## config.mk

```make
export PLATFORM = sky130hd
export DESIGN_NAME = seven_seg_scan_driver
export DESIGN_NICKNAME = d
export VERILOG_FILES = /design/src/rtl/seven_seg_scan_driver.sv
export SDC_FILE = /design/constraint.sdc
export NUM_CORES = 1
export LEC_CHECK = 0
export BUFFER_PORTS_ARGS = -buffer_cell sky130_fd_sc_hd__buf_4
export CAP_MARGIN = 5
export CORE_UTILIZATION = 40
export CTS_CLUSTER_SIZE = 14
export DETAILED_ROUTE_END_ITERATION = 10
export SLEW_MARGIN = 20
export SYNTH_ARGS = -nofsm -noshare
export SYNTH_HDL_FRONTEND = slang
export SYNTH_SLANG_ARGS = --single-unit
```

## constraint.sdc

```tcl
create_clock -name clk -period 3.1 [get_ports clk]
set_input_delay 0.62 -clock clk [delete_from_list [all_inputs] [get_ports clk]]
set_output_delay 0.62 -clock clk [all_outputs]
set_load 0.01 [all_outputs]
```

## src/rtl/seven_seg_scan_driver.sv

```systemverilog
// seven_seg_scan_driver
// Time-multiplexed hex driver for a common-anode multi-digit 7-segment display.
// One digit slot lasts REFRESH_DIV clocks; new values are staged in a pending
// register and only become visible at a frame boundary, so a frame never tears.
// Optional feature: define SEVEN_SEG_LZB_EN to enable leading-zero blanking.
module seven_seg_scan_driver #(
    parameter int NUM_DIGITS  = 4,
    parameter int REFRESH_DIV = 100000
) (
    input  logic                      clk,
    input  logic                      rst_n,
    input  logic                      load,
    input  logic [4*NUM_DIGITS-1:0]   value,
    input  logic [NUM_DIGITS-1:0]     blank,
    output logic [6:0]                seg,
    output logic [NUM_DIGITS-1:0]     an,
    output logic                      frame_tick
);

    localparam int CNT_W = $clog2(REFRESH_DIV);
    // A single-digit build still needs a 1-bit index register.
    localparam int IDX_W = (NUM_DIGITS > 1) ? $clog2(NUM_DIGITS) : 1;
    localparam logic [CNT_W-1:0] DIV_LAST = CNT_W'(REFRESH_DIV - 1);
    localparam logic [IDX_W-1:0] IDX_LAST = IDX_W'(NUM_DIGITS - 1);

    logic [CNT_W-1:0]        r_div_cnt;
    logic [IDX_W-1:0]        r_idx;
    logic [4*NUM_DIGITS-1:0] r_disp;
    logic [4*NUM_DIGITS-1:0] r_pend;
    logic                    r_pend_vld;
    logic                    r_frame_wrap;
    logic [6:0]              r_seg;
    logic [NUM_DIGITS-1:0]   r_an;
    logic                    r_frame_tick;

    logic                    w_slot_end;
    logic                    w_frame_end;
    logic [NUM_DIGITS-1:0]   w_dark;
    logic [NUM_DIGITS-1:0]   w_onehot;
    logic [3:0]              w_nibble;
    logic                    w_sel_dark;

    // Segment pattern for one hex nibble, active-low, bit0 = segment a.
    function automatic logic [6:0] hex_to_seg(input logic [3:0] nib);
        logic [6:0] pat;
        case (nib)
            4'h0:    pat = 7'h40;
            4'h1:    pat = 7'h79;
            4'h2:    pat = 7'h24;
            4'h3:    pat = 7'h30;
            4'h4:    pat = 7'h19;
            4'h5:    pat = 7'h12;
            4'h6:    pat = 7'h02;
            4'h7:    pat = 7'h78;
            4'h8:    pat = 7'h00;
            4'h9:    pat = 7'h10;
            4'hA:    pat = 7'h08;
            4'hB:    pat = 7'h03;
            4'hC:    pat = 7'h46;
            4'hD:    pat = 7'h21;
            4'hE:    pat = 7'h06;
            default: pat = 7'h0E;
        endcase
        return pat;
    endfunction

    assign w_slot_end  = (r_div_cnt == DIV_LAST);
    assign w_frame_end = w_slot_end && (r_idx == IDX_LAST);
    assign w_onehot    = NUM_DIGITS'(1) << r_idx;

    // Per-digit darkness: the live blank input, optionally ORed with leading-zero detection.
    genvar gi;
    generate
        for (gi = 0; gi < NUM_DIGITS; gi++) begin : g_dark
`ifdef SEVEN_SEG_LZB_EN
            if (gi == 0) begin : g_digit0
                // The least significant digit always shows, so a zero value reads "0".
                assign w_dark[gi] = blank[gi];
            end else begin : g_upper
                assign w_dark[gi] = blank[gi] | (r_disp[4*NUM_DIGITS-1:4*gi] == '0);
            end
`else
            assign w_dark[gi] = blank[gi];
`endif
        end
    endgenerate

    // Select the nibble and darkness flag of the digit currently being scanned.
    always_comb begin
        w_nibble   = 4'h0;
        w_sel_dark = 1'b0;
        for (int i = 0; i < NUM_DIGITS; i++) begin
            if (r_idx == IDX_W'(i)) begin
                w_nibble   = r_disp[4*i +: 4];
                w_sel_dark = w_dark[i];
            end
        end
    end

    // Refresh divider: one full count per digit slot.
    always_ff @(posedge clk or negedge rst_n) begin
        if (!rst_n) begin
            r_div_cnt <= '0;
        end else if (w_slot_end) begin
            r_div_cnt <= '0;
        end else begin
            r_div_cnt <= r_div_cnt + 1'b1;
        end
    end

    // Digit index: advance each slot, wrap to digit 0 at the frame boundary.
    always_ff @(posedge clk or negedge rst_n) begin
        if (!rst_n) begin
            r_idx <= '0;
        end else if (w_slot_end) begin
            r_idx <= (r_idx == IDX_LAST) ? '0 : r_idx + 1'b1;
        end
    end

    // Load path: stage into pending, promote to the display only at a frame boundary.
    always_ff @(posedge clk or negedge rst_n) begin
        if (!rst_n) begin
            r_disp     <= '0;
            r_pend     <= '0;
            r_pend_vld <= 1'b0;
        end else if (w_frame_end && load) begin
            // A load landing on the boundary is the newest value; bypass pending.
            r_disp     <= value;
            r_pend     <= value;
            r_pend_vld <= 1'b0;
        end else if (w_frame_end && r_pend_vld) begin
            r_disp     <= r_pend;
            r_pend_vld <= 1'b0;
        end else if (load) begin
            r_pend     <= value;
            r_pend_vld <= 1'b1;
        end
    end

    // Output stage: registered drive of the current digit, one cycle behind the index.
    always_ff @(posedge clk or negedge rst_n) begin
        if (!rst_n) begin
            r_frame_wrap <= 1'b0;
            r_frame_tick <= 1'b0;
            r_an         <= '1;
            r_seg        <= 7'h7F;
        end else begin
            // The wrap flag delays the tick so it lands with the an update for digit 0.
            r_frame_wrap <= w_frame_end;
            r_frame_tick <= r_frame_wrap;
            r_an         <= w_sel_dark ? '1 : ~w_onehot;
            r_seg        <= w_sel_dark ? 7'h7F : hex_to_seg(w_nibble);
        end
    end

    assign seg        = r_seg;
    assign an         = r_an;
    assign frame_tick = r_frame_tick;

endmodule
```

# [Word-level counts from Yosys, hierarchy flattened]
# Memory sizes are Yosys's and may differ from the RTL's.
# Index checks and enable logic that the tools add are counted.
[totals] register_bits=65 word_cells=47 mem_count=1 romBits=112 input_bits=23 out_inout_bits=12
[mem_list] name="(no name shown)" words=16 word_bits=7 rd=1 rd_clocked_by_memory_dff=0 write_ports=0 line_no="46" text="case (nib)"
[op_classes] bitwise_logic=1 mux=20 n_eq_ne=5 addsub=2 shift=1 reduce_logical=8
[ops] operator="$mux 16" count=5
[ops] operator="$mux 4" count=5
[ops] operator="$add 17x1->17 const B" count=1
[ops] operator="$eq 17x17->1 const B" count=1
[ops] operator="$mux 17" count=1
[ops] operator="$mux 1" count=7
[ops] operator="$mux 7" count=1
[ops] operator="$eq 2x2->1 const B" count=2
[ops] operator="$not 4->4" count=1
[ops] operator="$reduce_bool 2->1" count=2
[ops] operator="$shl 1x2->4 const A" count=1
[ops] operator="$logic_and 1x1->1" count=3
[ops] operator="$reduce_bool 3->1" count=1
[ops] operator="$add 2x1->2 const B" count=1
[ops] operator="$eq 2x1->1 const B" count=1
[ops] operator="$logic_not 2->1" count=1
[ops] operator="$mux 2" count=1
[ops] operator="$ne 2x2->1 const B" count=1
[ops] operator="$reduce_and 2->1" count=1

# [Logic depth before layout (Yosys ltp)]
# Gate-level depths: netlist of the first run.
# An unclocked memory read counts as a cell.
[logic_depth] ltp_word=7 mapped_depth=10

# [Worst setup path before layout of the first run]
# No wires, ideal clock.
[synth_path] path_type="reg-to-reg" from="register r_idx[0]" to="register r_seg[3], in the netlist seg[3]" synth_period_minus_slack_ps=2246 arrival_ps=2169 required_ps=3023 path_stages_with_launch=11 setup_slack_ps=854 path_cell_list="dfrtp_1 -> ha_1 -> clkbuf_1 -> nand2b_1 -> o22ai_1 -> a31oi_1 -> inv_1 -> ha_1 -> nand3_1 -> o21ai_0 -> a31oi_1"
[synth_between] elab_chain_len=7 word_cells_on_any_way=14
[synth_lines] item="from (decl)" line_no="27" text="logic [IDX_W-1:0] r_idx;"
[synth_lines] item="from (signal assigned)" line_no="116" text="r_idx <= (r_idx == IDX_LAST) ? '0 : r_idx + 1'b1;"
[synth_lines] item="$logic_not 2->1" line_no="93" text="if (r_idx == IDX_W'(i)) begin"
[synth_lines] item="$mux 4 (4 in series)" line_no="93"
[synth_lines] item="$mem_v2 16x7"
[synth_lines] item="$mux 7 *" line_no="152" text="r_seg <= w_sel_dark ? 7'h7F : hex_to_seg(w_nibble);"
[synth_lines] item="to (signal assigned)" line_no="152"
[synth_lines] item="to (decl)" line_no="32" text="logic [6:0] r_seg;"
# Every way passes the cells marked *; elsewhere a longest branch is shown, timed or not.
# A chain may end at the register's enable or synchronous reset.

# [Worst setup path after layout of the first run]
[layout_path] from="register r_idx[1]" to="register r_seg[3], in the netlist seg[3]"
# The elaborated chain is that of the path after synthesis.

==> results.md, run 1 <==
Logic synthesis:
- The sequential area share after synthesis is 50.7%.
- The number of enable-type register cells in the synthesized netlist is 0.
- By count the netlist is led by sky130_fd_sc_hd__dfrtp_1 (54), sky130_fd_sc_hd__nand2_1 (53), sky130_fd_sc_hd__inv_1 (24), sky130_fd_sc_hd__nand2b_1 (19), sky130_fd_sc_hd__nor2_1 (17).
- The biggest area consumer among synthesized cells is sky130_fd_sc_hd__dfrtp_1.
- The synthesized cell area is between 0.003 and 0.004 mm^2.
- Counting flops with an async set or reset pin after synthesis yields a share of 100%.
- The top flip-flop cell by instance count after synthesis is sky130_fd_sc_hd__dfrtp_1.
- The total nets after synthesis is 357.
- Counting distinct cell types in the post-synthesis netlist gives 43.
- After synthesis, the cell types taking the most area are sky130_fd_sc_hd__dfrtp_1 (42%), sky130_fd_sc_hd__dfstp_2 (8.9%), sky130_fd_sc_hd__nand2_1 (6.1%), sky130_fd_sc_hd__a221o_1 (4.9%), sky130_fd_sc_hd__o32ai_1 (4.3%).
- The cell count after synthesis came out at 323.
- By instance count, the leading cell after synthesis is sky130_fd_sc_hd__dfrtp_1.
- The fraction of post-synthesis cell area in the top cell type by area is 41.7%.
- The post-synthesis register bit count is 65.
- For this run, the number of Yosys warnings is 0.
- The mean post-synth cell area is 10.0 um^2.

STA:
- The final-report setup violation count is 0.
- The worst path uses 85.6% of the clock period.
- After layout, the minimum clock period comes to 2650 ps.
- The slew at the pin closest to its max-slew limit is 809 ps.
- The worst-case setup margin in the final layout is 448 ps.
- The accumulated negative setup slack is 0 ps.
- The number of hold violations in the final report is 0.
- The number of pins with negative max-slew slack in the final report was 0.
- Measured against its own limit, the worst slew margin works out to 46.1%.
- Timing would allow up to between 300 and 400 MHz.
- Setup repair after global routing left no endpoint under its margin.
- Clock skew on the completed layout was measured at 11.8 ps.

Power:
- Combinational logic is responsible for approximately 9.0% of the overall power.
- The internal portion of the total power is 1.54 mW.
- The switching power is 0.475 mW.
- The clock share of power is 45.0%.
- In this run switching power makes up between 20% and 30% of total power.
- The total power after layout is a little over 2 mW.
- Sequential cells account for between 40% and 50% of the total power.
- The static leakage power is around 1.8 nW.
- Across the VDD grid, the largest voltage drop is ~0.22 mV.
- The power density over cell area is ~530 mW/mm^2.

Setup path:
- The startpoint kind of the worst setup timing path is a register.
- The data arrival at the endpoint of the critical path is 2920 ps.
- By startpoint and endpoint, the worst setup path is classified as register to register.
- STA classifies the critical path endpoint as a register.
- The largest fanout on the critical path is 11.
- The data required time of the worst path is ~3400 ps.

Layout:
- From synthesis to final layout, the design area changed by 17.9%.
- The final cell count without fillers is 460.
- Summing all flip-flop and latch instances after layout gives between 0.0015 and 0.002 mm^2.
- Cells with a size suffix above 1 make up 19.0% of the layout.
- The total of fill cells in the finished design is 722.
- The finished cells cover about 0.0038 mm^2.
- 0 antenna diodes ended up in the layout.
- The area occupied by multi-input gates is 0.00144 mm^2.
- At the end of the flow, the number of nets in the layout was 387.

CTS:
- Once the clock tree was built, the resizer swapped 0 gates to a different size.
- The number of buffers inserted by post-CTS setup repair is 0.
- The clock net in this run drives a total of 65 sinks.
- The cell at the root of the clock tree is sky130_fd_sc_hd__clkbuf_8.
- The CTS tree is done.
- No sink is reached through more buffers than the 2 on the longest clock path.
- The number of buffers added by the clock tree synthesis step is 9.
- Clock latency on the worst-skew pair, taken at its later pin, is 350 ps.
- Buffers inserted to repair hold after CTS numbered 0.
- Clock-pin slew was measured on the worst setup and hold paths at 80 ps.
- The clock tree synthesis step divided the H-tree into 3 levels.

Drt:
- For this run, design rule violations remaining after detail routing come to 0.
- Dividing the detail-routed via count by the number of cells gives approximately 5.3.
- The total vias in the final route is 2456.
- Dividing the detail-routed wire length by the instance count gives 15.1 um.
- The remaining number of nets flagged by the antenna check after routing is 0.
- The initial DRC count is approximately 140.
- The total detailed-routing wirelength is 6.93 mm.
- The number of iterations in the first detailed-routing pass is 4.

Placed design:
- Routability-driven placement finished with a final weighted congestion of about 0.8.
- Once placement finished, the instance area stood at 0.00356 mm^2.
- The number of port buffers is 34.
- The HPWL after detailed placement is 4.47 mm.
- The worst setup timing slack at the placement stage is 540 ps.
- Including well taps, the total number of placed cells is around 440.

GRT:
- The total overflow reported by the global router is 0.
- In the global route stage, met1 resource usage came out at between 20% and 30%.
- The global-route layer with the greatest usage is met1.
- The maximum number of pins on one net before global-route repair is 66.
- The number of antenna violations at the first check in global routing is 0.
- The global routing usage on met3 is under 10%.
- The number of global-route vias before repair is between 2000 and 2500.
- For met2 alone, demand over resource in global routing was 25.6%.
- The global-route wire length before repair is around 12 mm.
- The overall fraction of global-route tracks in use is 18.0%.

Die:
- For this design the top-level I/O count stands at 35.
- The initial core utilization is 41.7%.
- The area of the core region is 0.00777 mm^2.
- The floorplan step set the die height to between 90 and 100 um.
- The floorplan step defined a die boundary enclosing about 0.0085 mm^2.
- The number of placement rows is 32.
- Measured along the x axis, the die boundary spans between 90 and 100 um.

Run status:
- The run finished with clean final reports.

Job:
- Across the run, the number of max-cap violations was 0.

Min path:
- The path category of the worst min-delay check is input port to asynchronous set/reset pin.
-- per-stage QoR --
| stage | hold slack (ps) | utilization [%] |
|---|---|---|
| after floorplan | 324 | - |
| after global placement | 332 | 45.9 |
| after detailed placement | 344 | 45.9 |
| after CTS | 361 | 49.1 |
| after global routing | 374 | 49.1 |
| final | 346 | 49.1 |
-- power groups by stage --
stage,Combinational [mW],Clock (mW),Sequential (mW)
floorplan,0.102,0,0.941
global placement,0.181,0,0.942
detailed placement,0.183,0,0.944
CTS,0.184,0.928,0.928
global route,0.206,0.972,0.933
finish,0.183,0.908,0.928
-- placed cells by master, fill, tap and decap left out, drive strengths merged, types with 10 or more instances in the layout --
master,count
a221o,16
buf,36
clkbuf,10
dfrtp,54
dfstp,11
ha,11
inv,24
nand2,54
nand2b,19
nand3,14
nor2,17
o32ai,16
-- registers in the layout (all words and copies together) (netlist names) --
register,count
seg,7
an,4
r_frame_wrap,1
r_disp,16
frame_tick,1
r_pend,16
r_idx,2
r_div_cnt,17
r_pend_vld,1
-- worst paths after layout --
check                                             from                 endpoint  slack, ps  cells past startpoint
worst max-delay path              r_idx[1]$_DFFE_PN0N_         seg[3]$_DFF_PN1_        450                      9
worst max register to register    r_idx[1]$_DFFE_PN0N_         seg[3]$_DFF_PN1_        450                      9
worst min-delay path                             rst_n  r_div_cnt[14]$_DFF_PN0_        350                      1
min in group clk                r_frame_wrap$_DFF_PN0_     frame_tick$_DFF_PN0_        360                      0
max in group asynchronous                        rst_n    r_disp[9]$_DFFE_PN0P_       2210                      1
worst min register to register  r_frame_wrap$_DFF_PN0_     frame_tick$_DFF_PN0_        360                      0
-- critical path: stages, from the launching register on --
cell and delay [ps]:
sky130_fd_sc_hd__dfrtp_1 390, sky130_fd_sc_hd__ha_1 430, sky130_fd_sc_hd__nand2b_1 260, sky130_fd_sc_hd__o22ai_1 120
sky130_fd_sc_hd__a31oi_1 460, sky130_fd_sc_hd__inv_1 190, sky130_fd_sc_hd__ha_1 360, sky130_fd_sc_hd__nand3_1 80
sky130_fd_sc_hd__o21ai_0 80, sky130_fd_sc_hd__a31oi_1 190
-- final cells by class --
| class | instances | share of cell area [%] |
|---|---|---|
| timing repair buffer | 36 | 7.08 |
| inverter | 24 | 2.36 |
| clock inverter | 6 | 3.02 |
| tap | 102 | 3.34 |
| sequential | 65 | 43.0 |
| clock buffer | 10 | 3.61 |
| multi-input combinational | 217 | 37.6 |
-- layer usage --
metal  part of all wire (%)  up-vias
met2                     44       61
met1                     50     1187
li1                       -     1200
met5                      0        -
met3                    4.7        8
met4                    1.3        0
-- logic make-up (layout without fill, tap and decap cells) --
logic type	count (synthesis)	count (layout)	synth area share (%)
adder cells (fa/ha/maj)	11	11	4.25
buffers and inverters	41	76	4.99
multiplexers	4	4	1.28
AND/OR/NAND/NOR	130	130	20.1
flip-flops	65	65	50.7
XOR/XNOR	14	14	3.79
AO/OA/AOI/OAI	58	58	14.9
Power figures use the tool's default switching activity.
==> inputs of run 2 (changes only) <==
--- a/config.mk
+++ b/config.mk
@@ -5,11 +5,11 @@
 export SDC_FILE = /design/constraint.sdc
 export NUM_CORES = 1
 export LEC_CHECK = 0
-export BUFFER_PORTS_ARGS = -buffer_cell sky130_fd_sc_hd__buf_4
 export CAP_MARGIN = 5
 export CORE_UTILIZATION = 40
 export CTS_CLUSTER_SIZE = 14
 export DETAILED_ROUTE_END_ITERATION = 10
+export DONT_BUFFER_PORTS = 1
 export SLEW_MARGIN = 20
 export SYNTH_ARGS = -nofsm -noshare
 export SYNTH_HDL_FRONTEND = slang
==> run 2 against run 1 <==
Effect of this change: worst hold slack got worse by 230 ps; sequential power increased by 0.8%; final cell count decreased by 7.2%; fmax increased by 2.2%; largest power group unchanged.
==> results.md, run 2 (same netlist as run 1, synthesis figures left out) <==
Run status:
- The run finished with clean final reports.

Power:
- The static leakage power is 1.59 nW (-9.7%).
- The worst vdd rail ir drop is 0.305 mV (+41%).
- The total power after layout was 1.79 mW (-11%).
- The power density over cell area came to 507 mW/mm^2 (-4.1%).

Layout:
- The number of flip-flops under the largest register name was 17 (unchanged).
- The final design area excluding fillers was 0.00354 mm^2 (-7.3%).
- The most common cell after layout, fill and taps aside is sky130_fd_sc_hd__dfrtp_1.
- The total of fill cells in the finished design came to 759 (+5.1%).
- The fraction of final layout cells with drive strength greater than 1 is 10.8% (-8.2 points).
- The final cell count without fillers is 427 (-7.2%).
- The final core utilization is 45.5% (-3.6 points).
- The number of antenna repair diodes came to 0 (unchanged).
- The register with the highest flop count is r_div_cnt.
- The layout overhead on the synthesized area is 9.28%.
- In the final layout, the registers with the most flip-flops are r_div_cnt x17, r_disp x16, r_pend x16.
- The library cells used most frequently in the layout, excluding fill and tap cells, are sky130_fd_sc_hd__dfrtp_1 (54), sky130_fd_sc_hd__nand2_1 (53), sky130_fd_sc_hd__inv_1 (24).
- The final net count came to 354 (-8.5%).

Die:
- The vertical die dimension is 92.0 um (unchanged).
- The count of pins on the block boundary came to 35 (unchanged).
- The die span in x was 92.0 um (unchanged).
- The number of placement rows is 32 (unchanged).
- The full die area is 0.00846 mm^2 (unchanged).
- The area of the core region was 0.00777 mm^2 (unchanged).
- The initial core utilization is 41.7% (unchanged).

STA:
- Setup repair after global routing left no endpoint under its margin.
- The worst slew slack as a fraction of its limit is 50.9% (+4.8 points).
- The maximum clock frequency is 385 MHz (+2.2%).
- The number of hold violations in the final report is 0 (unchanged).
- The clock skew after layout is 11.1 ps (-0.691 ps).
- The number of pins with negative max-slew slack in the final report is 0 (unchanged).
- The minimum clock period after layout is 2600 ps (-56.7 ps).
- The accumulated negative setup slack came to 0 ps (unchanged).
- The slew at the pin closest to its max-slew limit is 730 ps (-78.7 ps).
- The final-report setup violation count is 0 (unchanged).
- The share of the clock period used by the worst path is 83.7% (-1.8 points).
- The worst-case setup margin in the final layout came to 504 ps (+56.7 ps).
- The final hold slack is 120 ps (-226 ps).

Drt:
- The average wire length per cell after detail routing is 16.0 um (+5.8%).
- The total detailed-routing wirelength is 6.81 mm (-1.8%).
- The number of iterations in the first detailed-routing pass is 4 (unchanged).
- The remaining number of nets flagged by the antenna check after routing is 0 (unchanged).
- The initial DRC count is 132 (-6.4%).
- The number of remaining DRC errors is 0 (unchanged).
- The total vias in the final route is 2347 (-4.4%).
- The post-detailed-route via-to-cell ratio is 5.50 (+2.9%).

Setup path:
- The data required time of the worst path is 3360 ps (about the same).
- The number of cells on the worst reg-to-reg path is 9 (unchanged).
- The critical path start-end classification is register to register.
- In this run the worst setup path begins at r_idx[0]$_DFFE_PN0N_.
- The largest fanout on the critical path is 11 (unchanged).
- The data arrival at the endpoint of the critical path is 2850 ps (-70 ps).
- STA classifies the critical path endpoint as a register.
- The endpoint identified for the worst register-to-register timing path is seg[3]$_DFF_PN1_.
- In this run the worst setup path terminates at seg[3]$_DFF_PN1_.
- The startpoint identified for the worst register-to-register timing path is r_idx[0]$_DFFE_PN0N_.
- The worst setup path is launched from a register.
- The internal reg-to-reg setup slack is 500 ps (+60 ps).

GRT:
- The total overflow reported by the global router is 0 (unchanged).
- The maximum number of pins on one net before global-route repair is 55 (-17%).
- The number of antenna violations at the first check in global routing is 0 (unchanged).
- The number of global-route vias before repair is 2270 (-0.79%).
- The overall fraction of global-route tracks in use is 17.4% (-0.65 points).
- The global-route wire length before repair was 11.5 mm (-1.8%).

CTS:
- The number of buffers added by the clock tree synthesis step is 9 (unchanged).
- The CTS tree is done.
- The number of sinks handled by clock tree synthesis was 65 (unchanged).
- The deepest clock path buffer count is 2 (unchanged).
- The post-cts sizing count is 0 (unchanged).
- The CTS clock-pin slew for the worst setup and hold paths is 80 ps (about the same).
- The number of buffers inserted by post-CTS setup repair is 0 (unchanged).
- The clock latency of the later-clocked register in the worst-skew pair was 340 ps (about the same).
- The depth of the CTS H-tree is 3 (unchanged).
- The cell at the root of the clock tree is sky130_fd_sc_hd__clkbuf_8.

Min path:
- In this run the worst hold path is classified as input port to asynchronous set/reset pin.

Placed design:
- The post-detailed-placement cell area is 0.00331 mm^2 (-7.2%).
- The routability-driven placement congestion ratio is 0.813 (-0.65%).
- The HPWL reported at the end of detailed placement came to 4.53 mm (+1.3%).
- The worst setup timing slack at the placement stage was 543 ps (+3.36 ps).
- The number of cells after detailed placement was 410 (-7.7%).
- The number of port buffers is 0 (-100%).

Job:
- The number of max-cap violations is 0 (unchanged).
## run 2: cell types whose count changed in the layout (fill, tap and decap cells not counted), sizes merged
| cell | previous run | this run |
|---|---|---|
| bufinv | 3 | 1 |
| clkbuf | 10 | 9 |
| buf | 36 | 3 |
| inv | 24 | 27 |
## run 2: metal layers
metal / wire (um) / vias to the layer above / track usage, %
met5: 0 / - / 0
met1: 3430 / 1144 / 25.5
met4: 41 / 0 / 5.86
met3: 372 / 4 / 4.39
met2: 2970 / 62 / 24.9
li1: - / 1137 / -
## run 2: what timing repair did
action	in CTS	in global routing
hold endpoints to repair	54	0
hold buffers	1	0
setup endpoints to repair	0	0
## run 2: cell type report
type | instances | area [um^2] | area share [%]
Clock buffer | 9 | 124 | 3.50
Clock inverter | 7 | 77.6 | 2.19
Inverter | 24 | 90.1 | 2.55
Multi-Input combinational cell | 217 | 1440 | 40.6
Sequential cell | 65 | 1640 | 46.4
Tap cell | 102 | 128 | 3.61
Timing Repair Buffer | 3 | 42.5 | 1.20
## run 2: power breakdown
| part | internal (mW) | total (mW) | switching [mW] |
|---|---|---|---|
| Clock | 0.380 | 0.731 | 0.352 |
| Sequential | 0.903 | 0.935 | 0.0324 |
| Combinational | 0.0571 | 0.128 | 0.0714 |
| Total | 1.34 | 1.79 | 0.456 |
## run 2: worst max-delay path, cell delays in order, from the launching register on
cell                       delay, ps
sky130_fd_sc_hd__dfrtp_1         380
sky130_fd_sc_hd__ha_1            410
sky130_fd_sc_hd__nand2b_1        270
sky130_fd_sc_hd__o22ai_1         120
sky130_fd_sc_hd__a31oi_1         480
sky130_fd_sc_hd__inv_1           190
sky130_fd_sc_hd__ha_1            350
sky130_fd_sc_hd__nand3_1          70
sky130_fd_sc_hd__o21ai_0          80
sky130_fd_sc_hd__a31oi_1         180
## run 2: worst min path at each step
stage	from	end	slack [ps]	cells past startpoint
3_3_place_gp	rst_n	r_div_cnt[12]$_DFF_PN0_	330	0
2_1_floorplan	rst_n	frame_tick$_DFF_PN0_	320	0
3_5_place_dp	rst_n	r_div_cnt[12]$_DFF_PN0_	330	0
6_report	rst_n	seg[0]$_DFF_PN1_	120	0
5_1_grt	rst_n	seg[0]$_DFF_PN1_	100	0
4_1_cts	rst_n	seg[0]$_DFF_PN1_	100	0
